===== src/rtl/truth_table_inverter.sv =====
// truth_table_inverter: reverse-lookup scanner for a 4-in/10-out function unit.
// Steps every input code 0..15 onto probe, waits for the unit to settle, then
// compares its response against a latched target word. It reports the lowest
// matching code, the number of matches and a per-code hit map.
//
// state   | meaning
// --------+-------------------------------------------------------------
// IDLE    | waiting for start; probe parked at 0, busy low
// SETTLE  | probe held while the settle down-counter runs to 0
// COMPARE | one cycle: sample resp, record hit, advance or finish
// DONE    | one cycle: done pulse, busy low, results frozen
module truth_table_inverter #(
  parameter int unsigned SETTLE_CYCLES = 2,
  parameter logic [9:0]  CARE_MASK     = 10'b1100111111
) (
  input  logic        clk,
  input  logic        rst_n,
  input  logic        start,
  input  logic        stop_first,
  input  logic [9:0]  target,
  output logic [3:0]  probe,
  input  logic [9:0]  resp,
  output logic        busy,
  output logic        done,
  output logic        found,
  output logic [3:0]  first_idx,
  output logic [4:0]  match_count,
  output logic [15:0] match_map
);

  typedef enum logic [1:0] {
    IDLE    = 2'd0,
    SETTLE  = 2'd1,
    COMPARE = 2'd2,
    DONE    = 2'd3
  } state_t;

  // Loading SETTLE_CYCLES-1 and leaving on zero makes SETTLE last exactly
  // SETTLE_CYCLES cycles.
  localparam logic [3:0] CNT_LOAD = 4'(SETTLE_CYCLES - 1);

  state_t     state;
  logic [3:0] settle_cnt;
  logic [9:0] target_q;
  logic       stop_first_q;
  logic       hit;

  // Masked compare of the live response against the latched target.
  assign hit = ((resp ^ target_q) & CARE_MASK) == 10'd0;

  // Scan sequencer with registered outputs.
  always_ff @(posedge clk or negedge rst_n) begin
    if (!rst_n) begin
      state        <= IDLE;
      settle_cnt   <= 4'd0;
      target_q     <= 10'd0;
      stop_first_q <= 1'b0;
      probe        <= 4'd0;
      busy         <= 1'b0;
      done         <= 1'b0;
      found        <= 1'b0;
      first_idx    <= 4'd0;
      match_count  <= 5'd0;
      match_map    <= 16'd0;
    end else begin
      done <= 1'b0;
      case (state)
        IDLE: begin
          probe <= 4'd0;
          busy  <= 1'b0;
          if (start) begin
            target_q     <= target;
            stop_first_q <= stop_first;
            found        <= 1'b0;
            first_idx    <= 4'd0;
            match_count  <= 5'd0;
            match_map    <= 16'd0;
            busy         <= 1'b1;
            settle_cnt   <= CNT_LOAD;
            state        <= SETTLE;
          end
        end
        SETTLE: begin
          if (settle_cnt == 4'd0) begin
            state <= COMPARE;
          end else begin
            settle_cnt <= settle_cnt - 4'd1;
          end
        end
        COMPARE: begin
          if (hit) begin
            match_map[probe] <= 1'b1;
            match_count      <= match_count + 5'd1;
            if (!found) begin
              first_idx <= probe;
              found     <= 1'b1;
            end
          end
          // probe is left on the last code through DONE; it never wraps.
          if ((hit && stop_first_q) || (probe == 4'd15)) begin
            busy  <= 1'b0;
            done  <= 1'b1;
            state <= DONE;
          end else begin
            probe      <= probe + 4'd1;
            settle_cnt <= CNT_LOAD;
            state      <= SETTLE;
          end
        end
        DONE: begin
          probe <= 4'd0;
          state <= IDLE;
        end
        default: state <= IDLE;
      endcase
    end
  end

endmodule


===== config.mk =====
export PLATFORM = sky130hd
export DESIGN_NAME = truth_table_inverter
export DESIGN_NICKNAME = d
export VERILOG_FILES = /design/src/rtl/truth_table_inverter.sv
export SDC_FILE = /design/constraint.sdc
export NUM_CORES = 1
export LEC_CHECK = 0
export ABC_AREA = 1
export CAP_MARGIN = 5
export CORE_MARGIN = 2
export CORE_UTILIZATION = 45
export DETAILED_ROUTE_END_ITERATION = 12
export PLACE_DENSITY = 0.8
export SLEW_MARGIN = 30
export SYNTH_ARGS = -nofsm -noshare
export SYNTH_HDL_FRONTEND = slang
export SYNTH_SLANG_ARGS = --single-unit
export TNS_END_PERCENT = 5

===== constraint.sdc =====
create_clock -name clk -period 1.8 [get_ports clk]
set_input_delay 0.36 -clock clk [delete_from_list [all_inputs] [get_ports clk]]
set_output_delay 0.36 -clock clk [all_outputs]
set_load 0.01 [all_outputs]

==> summary.md <==
| Metric | Value |
|---|---|
| Outcome | `finished, final reports clean` |
| Adder-Cell Fraction of Synth Area | `4.560%` |
| Final setup vio count | `0` |
| Num rows | `28` |
| Area growth syn-to-layout | `27.68%` |
| Synthesized cell area | `2744 µm²` |
| XOR/XNOR Fraction of Synth Area | `roughly 2.2%` |
| Routability cong. | `between 0.8 and 0.9` |
| Initial DRT Pass Iterations | `4` |
| Maxcap violations | `0` |
| R2R Path End | `probe[0]$_DFFE_PN0P_` |
| Mapped Nets | `approximately 390` |
| Core area | `roughly 5900 µm²` |
| Via count | `2,478` |
| Worst EP required | `roughly 1.4 ns` |
| Pin count of the biggest net entering global routing | `48` |
| Crit-path max FO | `7` |
| YS warnings | `0` |
| Register-to-Register Path Depth | `11` |
| Layout cells sized above 1 | `12.74%` |
| Clock Sink Count | `47` |
| Setup Fix Bufs, Post-CTS | `0` |
| Final Net Count | `around 460` |
| Worst Hold Class | `in -> async` |
| Synth cell types | `29` |
| Die height | `~82 µm` |
| Cell count after synthesis | `359` |
| H-Tree Depth | `2` |
| Footprint of the multi-input gates | `around 1300 µm²` |
| Worst slew pin tran | `0.3896 ns` |
| TritonCTS clock tree | `yes` |
| Crit share post-route | `between 90 and 100%` |
| PD cells | `just over 600 nW/µm²` |
| DRT iter0 DRCs | `99` |
| Slew Viols, Final | `0` |
| Cells along the critical path | `clkdlybuf4s50_1` |
| # DRC | `0` |
| Flops & latches, synth | `47` |
| Worst-path clk slew | `0.09 ns` |
| Clk buf depth | `2` |
| Critical path type | `reg -> out` |
| Multiplexer share of the synthesized area | `between 2 and 2.5%` |
| Routed WL | `5912 µm` |
| Peak supply drop | `roughly 0.00032 V` |
| Worst Clk Skew | `about 0.0058 ns` |
| Initial Util | `a little under half` |
| Register area | `roughly 1200 µm²` |
| CTS Buf Count | `5` |
| Worst-skew pair later-pin latency | `approximately 0.3 ns` |
| Hold Buf Count CTS | `0` |
| R2R setup slack | `approximately 0.13 ns` |
| Crit path max-delay family | `buffers and inverters` |
| First-pass GRT wire length | `approximately 9800 µm` |
| I/O pin count | `56` |
| Fill count | `520` |
| CP Launch Type | `flip-flop` |
| Drt wl/cell | `around 12 µm` |
| CP Depth | `1` |
| RR Startpoint | `state[0]$_DFFE_PN0P_` |
| Detail Route Antenna Nets | `0` |
| Avg Cell Area, Syn | `roughly 7.6 µm²` |
| Routed vias/inst | `4.966` |
| Slowest-stage cell, CP | `clkdlybuf4s50_1` |
| Leak | `~1.7 nW` |
| Final Hold Fails | `0` |
| CP peak stage delay | `0.59 ns` |
| Post-synthesis sequential area ratio | `about 43%` |
| Number of global-route vias before repair | `~2,200` |
| Ant. Diodes | `0` |
| Die width | `82.09 µm` |
| Placed insts | `roughly 490` |
| Fin crit period | `about 1.7 ns` |
| Crit end category | `output port` |
| Post-Synth Simple-Gate Area | `33.15%` |
| Gr ovfl total | `0` |
| Compound-Gate Fraction of Synth Area | `about 5.3%` |
| Largest family of logic cells by synthesized area | `simple AND/OR/NAND/NOR gates` |
| Relative slew slack | `approximately 74%` |
| Final TNS setup | `0 ns` |
| Initial antenna violation count | `0` |
| RSZ-0062 raised after global routing | `false` |
| DPL Wire Length | `roughly 4400 µm` |
| Root Driver | `clkbuf_8` |
| Worst Setup SP | `probe[3]$_DFFE_PN0P_` |
| Critical path arrival | `~1.4 ns` |
| Number of buffers and inverters on the critical path | `1` |
| Max frequency | `between 500 and 600 MHz` |
| Final cell count without fillers | `between 400 and 500` |
| Overall global routing resource usage | `about a fifth` |
| I/O Buffers | `between 50 and 60` |
| Full die area | `~6700 µm²` |
| Post_cts resized | `2` |
## synth_stat cells
| cell | n | area share, % |
|---|---|---|
| nor3_1 | 1 | 0.18 |
| nand3_4 | 1 | 0.64 |
| inv_1 | 48 | 6.6 |
| buf_4 | 3 | 0.82 |
| o21ai_0 | 4 | 0.73 |
| o211ai_1 | 1 | 0.27 |
| xnor2_1 | 4 | 1.3 |
| nand2_2 | 11 | 2.5 |
| nand3_2 | 1 | 0.36 |
| nand2_1 | 110 | 15 |
| nand2_4 | 2 | 0.82 |
| inv_2 | 2 | 0.27 |
| buf_8 | 1 | 0.55 |
| nand4_1 | 15 | 3.4 |
| nand3_1 | 27 | 4.9 |
| xor2_1 | 1 | 0.32 |
| clkinv_1 | 1 | 0.14 |
| o21ai_1 | 1 | 0.18 |
| buf_2 | 4 | 0.73 |
| buf_6 | 2 | 0.82 |
| nor2_2 | 5 | 1.1 |
| mux2_2 | 5 | 2.1 |
| dfrtp_1 | 47 | 43 |
| a21oi_1 | 21 | 3.8 |
| nor2_1 | 28 | 3.8 |
| o21a_1 | 1 | 0.27 |
| nor3b_1 | 1 | 0.27 |
| ha_1 | 10 | 4.6 |
| xnor2_2 | 1 | 0.59 |
## cell families after synthesis
| group | count (synthesis) |
|---|---|
| compound gates | 28 |
| mux | 5 |
| buf+inv | 61 |
| flops | 47 |
| xor+xnor | 6 |
| fa+ha+maj | 10 |
| simple gates | 202 |
## flip-flops by register name, summed over array words and instances, names as in the netlist
register / cells
match_map: 16
found: 1
target_q: 8
done: 1
probe: 4
settle_cnt: 4
match_count: 5
busy: 1
first_idx: 4
state: 2
stop_first_q: 1
## metrics by stage
step                hold slack [ns]  setup slack (ns)  util, %  total power [mW]  area (µm²)
floorplan                   0.06441            0.3136        -             1.405        2744
global placement             0.3656          -0.09416    57.57             1.548        3408
detailed placement           0.3659           -0.1095    57.57             1.560        3408
CTS                         0.03421           0.04133    59.00             2.182        3493
global route                0.04575         0.0001472    59.17             2.270        3503
finish                      0.01981           0.05406    59.17             2.165        3503
## per-layer routing
layer | part of all wire (%) | wire [µm] | global-route usage [%] | vias to the layer above
met5 | 0 | 0 | 0 | -
met4 | 1.5 | 87 | 6.667 | 0
met3 | 4.2 | 246 | 2.967 | 7
met2 | 48 | 2860 | 32.76 | 48
met1 | 46 | 2719 | 23.60 | 1165
li1 | - | - | - | 1258
## area by class of cell
cell class / instances / area share [%]
clock buffers: 7 / 2.179
clock inverters: 1 / 0.1429
inverters: 51 / 5.464
multi-input cells: 251 / 37.36
flip-flops and latches: 47 / 33.61
well taps: 75 / 2.679
repair buffers: 67 / 18.57
## power by group
group | internal [mW] | total (mW) | switching, mW
clock | 0.273 | 0.624 | 0.351
combinational | 0.184 | 0.430 | 0.246
sequential | 1.09 | 1.11 | 0.0228
## cells in the final DEF, fill, tap and decap left out, drive strengths merged, types with 2 or more instances in the layout
cell type,synthesis,layout
nand2,123,123
clkdlybuf4s50,0,50
inv,50,50
dfrtp,47,47
nor2,33,33
nand3,29,29
a21oi,21,21
buf,10,17
nand4,15,15
ha,10,10
clkbuf,0,7
mux2,5,5
xnor2,5,5
o21ai,5,5
clkinv,1,2
## how the worst max path moves through the flow
stage                                            to  slack [ns]
after global placement    settle_cnt[0]$_DFFE_PN0P_       -0.09
final                                      probe[3]        0.05
after global routing           probe[1]$_DFFE_PN0P_      0.0001
after floorplan                probe[0]$_DFFE_PN0P_        0.31
after detailed placement       probe[0]$_DFFE_PN0P_       -0.11
after CTS                      probe[0]$_DFFE_PN0P_        0.04
Power figures use the tool's default switching activity.
